## config.mk

```make
export PLATFORM = sky130hd
export DESIGN_NAME = v2c_out_buffer
export DESIGN_NICKNAME = d
export VERILOG_FILES = /design/src/rtl/v2c_out_buffer.sv
export SDC_FILE = /design/constraint.sdc
export NUM_CORES = 1
export LEC_CHECK = 0
export ABC_AREA = 1
export ABC_CLOCK_PERIOD_IN_PS = 6400
export CAP_MARGIN = 5
export CORE_MARGIN = 10
export CORE_UTILIZATION = 55
export CTS_BUF_LIST = sky130_fd_sc_hd__clkbuf_4 sky130_fd_sc_hd__clkbuf_8
export CTS_CLUSTER_DIAMETER = 60
export CTS_CLUSTER_SIZE = 28
export DETAILED_ROUTE_END_ITERATION = 6
export DONT_BUFFER_PORTS = 1
export GPL_ROUTABILITY_DRIVEN = 0
export GPL_TIMING_DRIVEN = 0
export PLACE_DENSITY_LB_ADDON = 0.12
export REMOVE_ABC_BUFFERS = 1
export SLEW_MARGIN = 40
export SYNTH_ARGS = -nofsm -noshare
export SYNTH_HDL_FRONTEND = slang
export SYNTH_SLANG_ARGS = --single-unit
export TNS_END_PERCENT = 1
```

## constraint.sdc

```tcl
create_clock -name read_clk -period 6.4 [get_ports read_clk]
set_input_delay 0.96 -clock read_clk [delete_from_list [all_inputs] [get_ports read_clk]]
set_output_delay 0.96 -clock read_clk [all_outputs]
set_load 0.05 [all_outputs]
```

## src/rtl/v2c_out_buffer.sv

```systemverilog
// Output buffer between the row PE and the message-memory writer: a first-word fall-through FIFO of v2c words tagged with the layer index.
// Optional macro HD_ZERO_DETECT_EN adds hd_zero, which flags an iteration whose accepted hard decisions were all zero.
module v2c_out_buffer #(
    parameter  int QUAN_SIZE  = 4,
    parameter  int CN_DEGREE  = 10,
    parameter  int FIFO_DEPTH = 4,
    parameter  int LAYER_NUM  = 4,
    localparam int LAYER_BW   = (LAYER_NUM > 1) ? $clog2(LAYER_NUM) : 1,
    localparam int CNT_W      = $clog2(FIFO_DEPTH) + 1
) (
    input  logic                          read_clk,
    input  logic                          rst,
    input  logic                          in_valid,
    input  logic [CN_DEGREE*QUAN_SIZE-1:0] in_v2c,
    input  logic [CN_DEGREE-1:0]          in_hd,
    output logic                          in_ready,
    output logic                          out_valid,
    input  logic                          out_ready,
    output logic [CN_DEGREE*QUAN_SIZE-1:0] out_v2c,
    output logic [CN_DEGREE-1:0]          out_hd,
    output logic [LAYER_BW-1:0]           out_layer,
    output logic                          iter_done,
    output logic [CNT_W-1:0]              fifo_count,
    output logic                          overflow
`ifdef HD_ZERO_DETECT_EN
    ,
    output logic                          hd_zero
`endif
);

    localparam int PTR_W = $clog2(FIFO_DEPTH);
    localparam int V2C_W = CN_DEGREE * QUAN_SIZE;
    localparam int ENT_W = V2C_W + CN_DEGREE + LAYER_BW;

    logic [ENT_W-1:0]    r_mem [FIFO_DEPTH];
    logic [PTR_W-1:0]    r_wr_ptr;
    logic [PTR_W-1:0]    r_rd_ptr;
    logic [CNT_W-1:0]    r_count;
    logic [LAYER_BW-1:0] r_layer_cnt;
    logic                r_iter_done;
    logic                r_overflow;

    logic                w_full;
    logic                w_empty;
    logic                w_push;
    logic                w_pop;
    logic                w_last_layer;
    logic [ENT_W-1:0]    w_head;

    assign w_full       = (r_count == CNT_W'(FIFO_DEPTH));
    assign w_empty      = (r_count == '0);
    assign w_push       = in_valid & ~w_full;
    assign w_pop        = out_ready & ~w_empty;
    assign w_last_layer = (r_layer_cnt == LAYER_BW'(LAYER_NUM - 1));
    assign w_head       = r_mem[r_rd_ptr];

    // Entry storage carries no reset; the empty-gating below keeps stale words off the outputs.
    always_ff @(posedge read_clk) begin
        if (w_push) begin
            r_mem[r_wr_ptr] <= {in_v2c, in_hd, r_layer_cnt};
        end
    end

    always_ff @(posedge read_clk or posedge rst) begin
        if (rst) begin
            r_wr_ptr    <= '0;
            r_rd_ptr    <= '0;
            r_count     <= '0;
            r_layer_cnt <= '0;
            r_iter_done <= 1'b0;
            r_overflow  <= 1'b0;
        end else begin
            if (w_push) begin
                r_wr_ptr    <= r_wr_ptr + PTR_W'(1);
                r_layer_cnt <= w_last_layer ? '0 : r_layer_cnt + LAYER_BW'(1);
            end
            if (w_pop) begin
                r_rd_ptr <= r_rd_ptr + PTR_W'(1);
            end
            case ({w_push, w_pop})
                2'b10:   r_count <= r_count + CNT_W'(1);
                2'b01:   r_count <= r_count - CNT_W'(1);
                default: r_count <= r_count;
            endcase
            r_iter_done <= w_push & w_last_layer;
            // A word offered while full is lost; remember it until reset.
            if (in_valid & w_full) begin
                r_overflow <= 1'b1;
            end
        end
    end

`ifdef HD_ZERO_DETECT_EN
    logic r_hd_acc;
    logic r_hd_zero;
    logic w_hd_all_zero;

    assign w_hd_all_zero = (in_hd == '0);

    // r_hd_acc holds "all zero so far" for the iteration in progress; it is published on the last layer.
    always_ff @(posedge read_clk or posedge rst) begin
        if (rst) begin
            r_hd_acc  <= 1'b1;
            r_hd_zero <= 1'b0;
        end else if (w_push) begin
            if (w_last_layer) begin
                r_hd_zero <= r_hd_acc & w_hd_all_zero;
                r_hd_acc  <= 1'b1;
            end else begin
                r_hd_acc  <= r_hd_acc & w_hd_all_zero;
            end
        end
    end

    assign hd_zero = r_hd_zero;
`endif

    assign in_ready   = ~w_full;
    assign out_valid  = ~w_empty;
    assign out_v2c    = w_empty ? '0 : w_head[ENT_W-1 -: V2C_W];
    assign out_hd     = w_empty ? '0 : w_head[LAYER_BW +: CN_DEGREE];
    assign out_layer  = w_empty ? '0 : w_head[LAYER_BW-1:0];
    assign iter_done  = r_iter_done;
    assign fifo_count = r_count;
    assign overflow   = r_overflow;

endmodule

```

==> results.py, run 1 <==
metrics = {
    "outcome": {
        "status": "completed",
    },
    "route": {
        "drt_wl_total_mm": 19.8,
        "viasPerCell": 5.26,
        "antenna_left": 0,
        "drt-pass1-iter-count": 4,
        "drt_iter0_drc": 353,
        "wl_per_cell_um": 17.8,
        "route.detailed.drc": 0,
        "vias": 5850,
    },
    "clocking": {
        "cts_sinks": 219,
        "cts-root-buf": "clkbuf_8",
        "cts_tree": "done",
        "postCtsResizedCells": 0,
        "path_clk_slew_ps": 120,
        "h-tree-depth": 1,
        "cts_buffers": 14,
        "insertion_delay_ps": 490,
        "clockBufferDepth": 3,
        "cts_setup_buffers": 0,
        "postCtsHoldBufs": 0,
    },
    "final_layout": {
        "synthToLayoutAreaGrowth_pct": 10.1,
        "most-common-layout-cells": "225 x nand2_1, 221 x inv_1, 208 x edfxtp_1",
        "nets": 947,
        "drive_above_1_share_pct": 11.8,
        "stdcell_count": 1113,
        "n_antenna_cell": 0,
        "final_common_cell": "nand2_1",
    },
    "timing": {
        "finalHoldViolations": 0,
        "slew_headroom_pct": 50.3,
        "tightest_slew_ps": 745,
        "setup_viol": 0,
        "clock_skew_ps": 7.77,
        "post-route-period-util_pct": 59.1,
        "timing.fmax_mhz": 264,
        "layout_min_cycle_time_ps": 3780,
        "timing.final.max_slew_violations": 0,
        "rsz0062_at_grt": "false",
    },
    "global_route": {
        "grt_antenna_before_repair": 0,
        "grt_usage_pct": 16.9,
        "gr-total-overflow": 0,
        "grt_pass1_wl_mm": 30.2,
        "grt_max_degree": 71,
        "grt_pass1_vias": 5784,
    },
    "synthesis": {
        "synth_cell_type_count": 21,
        "yosys_warnings": 0,
        "synth_area_um2": 9440,
        "ys.flop_type": "edfxtp_1",
        "syn_inst": 894,
        "async_reset_ff_share_pct": 5.02,
        "synth_edf_count": 208,
        "ys_ff_latch": 219,
        "ys_seq_area_share_pct": 69.1,
        "syn_area_per_cell_um2": 10.6,
    },
    "die": {
        "dieArea_um2": 22800,
        "die_h_um": 151,
        "core_area_um2": 16700,
        "ios": 113,
        "start_util_pct": 56.5,
        "fp.dieW_um": 151,
        "num_rows": 47,
    },
    "setup_path": {
        "required_ps": 5440,
        "critical_path.startpoint": "r_rd_ptr[1]",
        "crit_family": "buffers and inverters",
        "cp-start-kind": "flip-flop",
        "path_class": "reg2out",
        "cp.arrival_ps": 2820,
        "critical_path_buf_inv_count": 2,
        "r2r_slack_ps": 3450,
        "endpoint_kind": "output pin",
        "crit_chain": "buf_12 > inv_4 > nand3_1 > a21oi_2",
        "crit_slowest_cell": "dfrtp_4",
        "r2r-start": "fifo_count[1]",
        "cp_max_fo": 52,
        "slowest_delay_ps": 680,
    },
    "placement": {
        "io_buffers": 0,
        "place_inst": 1090,
        "dp_hpwl_mm": 12.4,
    },
    "job": {
        "maxCapViolations": 0,
    },
    "min_path": {
        "hp-class": "in2async",
    },
}
-- metrics by stage --
step / setup TNS, ps / area (µm²) / util, % / setup slack, ps / hold WS (ps)
2_1_floorplan: 0 / 9210 / - / 1330 / 492
3_3_place_gp: -50470 / 9490 / 56.8 / -1050 / 507
3_5_place_dp: 0 / 10100 / 60.6 / 3150 / 528
4_1_cts: 0 / 10400 / 62.2 / 2580 / 311
5_1_grt: 0 / 10400 / 62.2 / 2510 / 326
6_report: 0 / 10400 / 62.2 / 2620 / 323
-- cell usage after synthesis (2+ instances only) --
| master | number | area, µm² |
|---|---|---|
| nand2_1 | 225 | 845 |
| inv_1 | 221 | 830 |
| edfxtp_1 | 208 | 6250 |
| nand3_1 | 109 | 546 |
| a21oi_1 | 52 | 260 |
| buf_2 | 21 | 105 |
| clkbuf_1 | 11 | 41.3 |
| dfrtp_1 | 11 | 275 |
| buf_6 | 7 | 78.8 |
| ha_1 | 6 | 75.1 |
| inv_2 | 6 | 22.5 |
| nor2_1 | 5 | 18.8 |
| nand3_2 | 2 | 20.0 |
| o21ai_1 | 2 | 10.0 |
| xnor2_1 | 2 | 17.5 |
-- state kept, by name, indices dropped and copies added, names as in the netlist --
name / count
overflow: 1
r_layer_cnt: 2
r_mem: 208
iter_done: 1
r_rd_ptr: 2
fifo_count: 3
r_wr_ptr: 2
-- layer usage --
metal,vias up,part of all wire [%],global-route usage (%)
li1,2802,-,-
met1,2855,39,19.8
met2,164,52,29.9
met3,29,8.2,4.68
met4,0,1.3,4.86
met5,-,0,0
-- final timing paths --
check	to	cells past startpoint
worst max-delay path	out_v2c[20]	4
worst min-delay path	fifo_count[0]	1
worst max register to register	r_mem[1][18]	6
worst min register to register	r_wr_ptr[1]	2
max in group asynchronous	r_rd_ptr[1]	1
min in group read_clk	r_mem[1][43]	0
-- layout make-up --
type | instances | area [µm²]
clock buffer | 15 | 206
clock inverter | 8 | 60.1
fill | 1292 | 6310
inverter | 227 | 867
multi-input combinational | 408 | 2060
sequential | 219 | 6530
tap | 220 | 275
timing repair buffer | 16 | 393
-- cell families (layout without fill, tap and decap cells) --
kind of cell	after synthesis	in the layout	share of synthesized area, %
adders and majority gates	7	7	1.01
xor gates and xnor gates	2	2	0.186
buffers and inverters	267	266	11.5
and+or+nand+nor	343	343	15.3
AOI/OAI and AO/OA	56	56	2.99
DFF	219	219	69.1
Power of run 1 is not shown: default switching activity piles up to over one toggle a cycle in this logic, so the estimate is an artifact.
==> inputs of run 2 (changes only) <==
Settings changed: ABC_CLOCK_PERIOD_IN_PS 6400 to 3550.
Clock period 6.4 ns to 3.55 ns, I/O delays scaled along.
==> results.py, run 2 (same netlist as run 1, synthesis figures left out) <==
metrics = {
    "global_route": {
        "grt_util_met1_pct": 19.9,
        "grt_usage_pct": 16.9,
        "grt_use_met2_pct": 29.9,
        "grt_antenna_before_repair": 0,
        "grt_max_degree": 71,
        "gr-total-overflow": 0,
        "grt_pass1_vias": 5787,
        "use_met3_pct": 4.62,
        "grt_pass1_wl_mm": 30.2,
        "top_usage_layer": "met2",
    },
    "die": {
        "ios": 113,
        "dieArea_um2": 22800,
        "die_h_um": 151,
        "num_rows": 47,
        "start_util_pct": 56.5,
        "fp.dieW_um": 151,
        "core_area_um2": 16700,
    },
    "clocking": {
        "cts_buffers": 14,
        "insertion_delay_ps": 490,
        "postCtsHoldBufs": 1,
        "path_clk_slew_ps": 130,
        "cts_setup_buffers": 0,
        "h-tree-depth": 1,
        "postCtsResizedCells": 0,
        "cts-root-buf": "clkbuf_8",
        "cts_sinks": 219,
        "clockBufferDepth": 3,
        "cts_tree": "done",
    },
    "route": {
        "wl_per_cell_um": 17.7,
        "drt_wl_total_mm": 19.7,
        "route.detailed.drc": 0,
        "vias": 5840,
        "viasPerCell": 5.24,
        "antenna_left": 0,
        "drt-pass1-iter-count": 5,
        "drt_iter0_drc": 343,
    },
    "timing": {
        "timing.fmax_mhz": 300,
        "clock_skew_ps": 10.1,
        "tightest_slew_ps": 748,
        "setup_viol": 0,
        "setup_tns_ps": 0,
        "hold-worst-slack_ps": 123,
        "timing.final.max_slew_violations": 0,
        "layout_min_cycle_time_ps": 3330,
        "post-route-period-util_pct": 93.9,
        "slew_headroom_pct": 50.1,
        "finalHoldViolations": 0,
        "rsz0062_at_grt": "false",
    },
    "setup_path": {
        "required_ps": 3020,
        "cp-start-kind": "flip-flop",
        "cp_max_fo": 52,
        "cp.arrival_ps": 2800,
        "path_class": "reg2out",
        "endpoint_kind": "output pin",
        "critical_path.startpoint": "r_rd_ptr[1]",
        "r2r-start": "fifo_count[2]",
    },
    "final_layout": {
        "nets": 948,
        "synthToLayoutAreaGrowth_pct": 10.2,
        "drive_above_1_share_pct": 11.7,
        "multi_input_area_um2": 2060,
        "final_common_cell": "nand2_1",
        "most-common-layout-cells": "225 x nand2_1, 221 x inv_1, 208 x edfxtp_1",
        "regArea_um2": 6530,
        "n_antenna_cell": 0,
        "regMostFlops": "r_mem",
        "num-fill-cells": 1291,
        "largest_reg_flops": 208,
    },
    "outcome": {
        "status": "completed",
    },
    "placement": {
        "io_buffers": 0,
        "dp_hpwl_mm": 12.4,
    },
    "min_path": {
        "hold_path.startpoint": "in_v2c[31]",
        "hp-class": "in2reg",
    },
    "job": {
        "maxCapViolations": 0,
    },
}
==> run 2: changes by cell type in the layout (fill, tap and decap cells not counted) <==
cell | before | now
dlygate4sd3_1 | 0 | 1
==> run 2: layer usage <==
metal | vias up | part of all wire, %
met5 | - | 0
met4 | 0 | 1.2
met3 | 28 | 8.8
met2 | 174 | 52
met1 | 2837 | 38
li1 | 2801 | -
==> run 2: cell type report <==
class | count | area share, %
Sequential cell | 219 | 62.8
Clock inverter | 8 | 0.577
Clock buffer | 15 | 1.98
Inverter | 227 | 8.34
Timing Repair Buffer | 17 | 3.87
Multi-Input combinational cell | 408 | 19.8
Tap cell | 220 | 2.65
==> run 2: worst paths after layout <==
path | slack [ps] | endpoint | depth (start not counted)
max | 220 | out_hd[9] | 4
min reg2reg | 560 | r_wr_ptr[1] | 2
min in group asynchronous | 440 | fifo_count[0] | 2
max in group asynchronous | 2780 | r_rd_ptr[1] | 2
max reg2reg | 600 | fifo_count[2] | 9
min | 120 | r_mem[1][43] | 0
==> run 2: worst max-delay path: stages, from the launching register on <==
cell and delay (ps):
dfrtp_4 680, buf_12 260, inv_4 500, nand3_1 190
a21oi_2 590
==> run 2: stage by stage <==
step	setup WS, ps	instances	utilization (%)	area, µm²
after global placement	-3480	1074	56.8	9490
after detailed placement	563	1090	60.6	10100
after CTS	160	1114	62.3	10400
after floorplan	-1090	854	-	9210
final	218	1114	62.3	10400
after global routing	85.5	1114	62.3	10400
Power of run 2 is left out for the same reason.
==> inputs of run 3 (changes only) <==
Settings changed: CTS_BUF_LIST sky130_fd_sc_hd__clkbuf_4 sky130_fd_sc_hd__clkbuf_8 to default, GPL_ROUTABILITY_DRIVEN 0 to default.
==> results.py, run 3 (same netlist as run 1, synthesis figures left out) <==
metrics = {
    "outcome": {
        "status": "completed",
    },
    "timing": {
        "slew_headroom_pct": 50.1,
        "rsz0062_at_grt": "false",
        "clock_skew_ps": 13.5,
        "tightest_slew_ps": 748,
        "setup_viol": 0,
        "finalHoldViolations": 0,
        "post-route-period-util_pct": 92.6,
        "layout_min_cycle_time_ps": 3290,
        "timing.final.max_slew_violations": 0,
        "timing.fmax_mhz": 304,
    },
    "setup_path": {
        "cp.arrival_ps": 2750,
        "crit_slowest_cell": "dfrtp_4",
        "cp_max_fo": 52,
        "r2r-start": "fifo_count[2]",
        "r2r_slack_ps": 590,
        "required_ps": 3020,
        "cp.depth": 4,
        "critical_path.startpoint": "r_rd_ptr[1]",
        "critical_path_buf_inv_count": 2,
        "crit_path_end": "out_hd[9]",
        "cp-start-kind": "flip-flop",
        "slowest_delay_ps": 670,
        "r2r-end": "fifo_count[2]",
        "path_class": "reg2out",
        "crit_family": "buffers and inverters",
        "endpoint_kind": "output pin",
        "rr_worst_depth": 9,
        "crit_chain": "buf_12 > inv_4 > nand3_1 > a21oi_2",
    },
    "min_path": {
        "hp-class": "in2reg",
        "hold_depth": 0,
    },
    "job": {
        "maxCapViolations": 0,
    },
    "route": {
        "wl_per_cell_um": 17.7,
        "drt_wl_total_mm": 19.7,
        "drt-pass1-iter-count": 7,
        "drt_iter0_drc": 354,
        "viasPerCell": 5.19,
        "vias": 5783,
        "antenna_left": 0,
        "route.detailed.drc": 0,
    },
    "die": {
        "dieArea_um2": 22800,
        "start_util_pct": 56.5,
        "die_h_um": 151,
        "ios": 113,
        "num_rows": 47,
        "core_area_um2": 16700,
        "fp.dieW_um": 151,
    },
    "global_route": {
        "grt_pass1_wl_mm": 30.2,
        "gr-total-overflow": 0,
        "grt_max_degree": 71,
        "grt_pass1_vias": 5831,
        "grt_antenna_before_repair": 0,
        "grt_usage_pct": 17.0,
    },
    "final_layout": {
        "drive_above_1_share_pct": 11.7,
        "n_antenna_cell": 0,
        "most-common-layout-cells": "225 x nand2_1, 221 x inv_1, 208 x edfxtp_1",
        "final_common_cell": "nand2_1",
        "stdcell_count": 1114,
        "regMostFlops": "r_mem",
        "nets": 948,
        "regArea_um2": 6530,
        "largest_reg_flops": 208,
        "synthToLayoutAreaGrowth_pct": 12.0,
        "num-fill-cells": 1264,
        "multi_input_area_um2": 2060,
    },
    "clocking": {
        "clockBufferDepth": 3,
        "h-tree-depth": 1,
        "insertion_delay_ps": 470,
        "path_clk_slew_ps": 90,
        "cts_buffers": 14,
        "cts-root-buf": "clkbuf_16",
        "cts_tree": "done",
        "cts_sinks": 219,
        "cts_setup_buffers": 0,
    },
    "placement": {
        "place_inst": 1090,
        "io_buffers": 0,
        "globalplace.congestion": 0.740,
        "dp_hpwl_mm": 12.4,
    },
}
## run 3: cell types whose count changed in the layout (fill, tap and decap cells not counted)
cell | before | now
clkbuf_16 | 0 | 15
clkbuf_8 | 15 | 0
## run 3: stage by stage
stage	setup WS (ps)	util, %	cell area, µm²	TNS, ps	hold slack (ps)
floorplan	-1090	-	9210	-157530	385
global placement	-3480	56.8	9490	-704430	432
detailed placement	563	60.6	10100	0	445
CTS	221	63.3	10600	0	144
global route	142	63.3	10600	0	132
finish	263	63.3	10600	0	152
## run 3: worst min-delay path by stage
| stage | startpoint | endpoint | slack (ps) |
|---|---|---|---|
| 6_report | in_v2c[31] | r_mem[1][43] | 150 |
| 5_1_grt | in_v2c[25] | r_mem[3][37] | 130 |
| 4_1_cts | in_v2c[31] | r_mem[2][43] | 140 |
| 3_5_place_dp | rst | fifo_count[0] | 440 |
| 3_3_place_gp | rst | fifo_count[0] | 430 |
| 2_1_floorplan | rst | fifo_count[0] | 380 |
## run 3: routing by layer
layer | share of wire, % | vias to the layer above | GRT usage [%] | routed length, µm
met5 | 0 | - | 0 | 0
met4 | 0.94 | 0 | 4.67 | 185
met3 | 7.9 | 19 | 4.92 | 1560
met2 | 52 | 136 | 30.2 | 10200
met1 | 39 | 2824 | 19.6 | 7750
li1 | - | 2804 | - | -
## run 3: cell type report
cell class | count | share of cell area, %
Tap cell | 220 | 2.60
Multi-Input combinational cell | 408 | 19.5
Sequential cell | 219 | 61.8
Inverter | 227 | 8.20
Timing Repair Buffer | 17 | 3.81
Clock inverter | 8 | 0.568
Clock buffer | 15 | 3.55
## run 3: timing repair
item                                   CTS  global route
resized for setup                        0             0
hold buffers                             1             0
endpoints found under the hold margin   11             0
Power of run 3 is left out for the same reason.
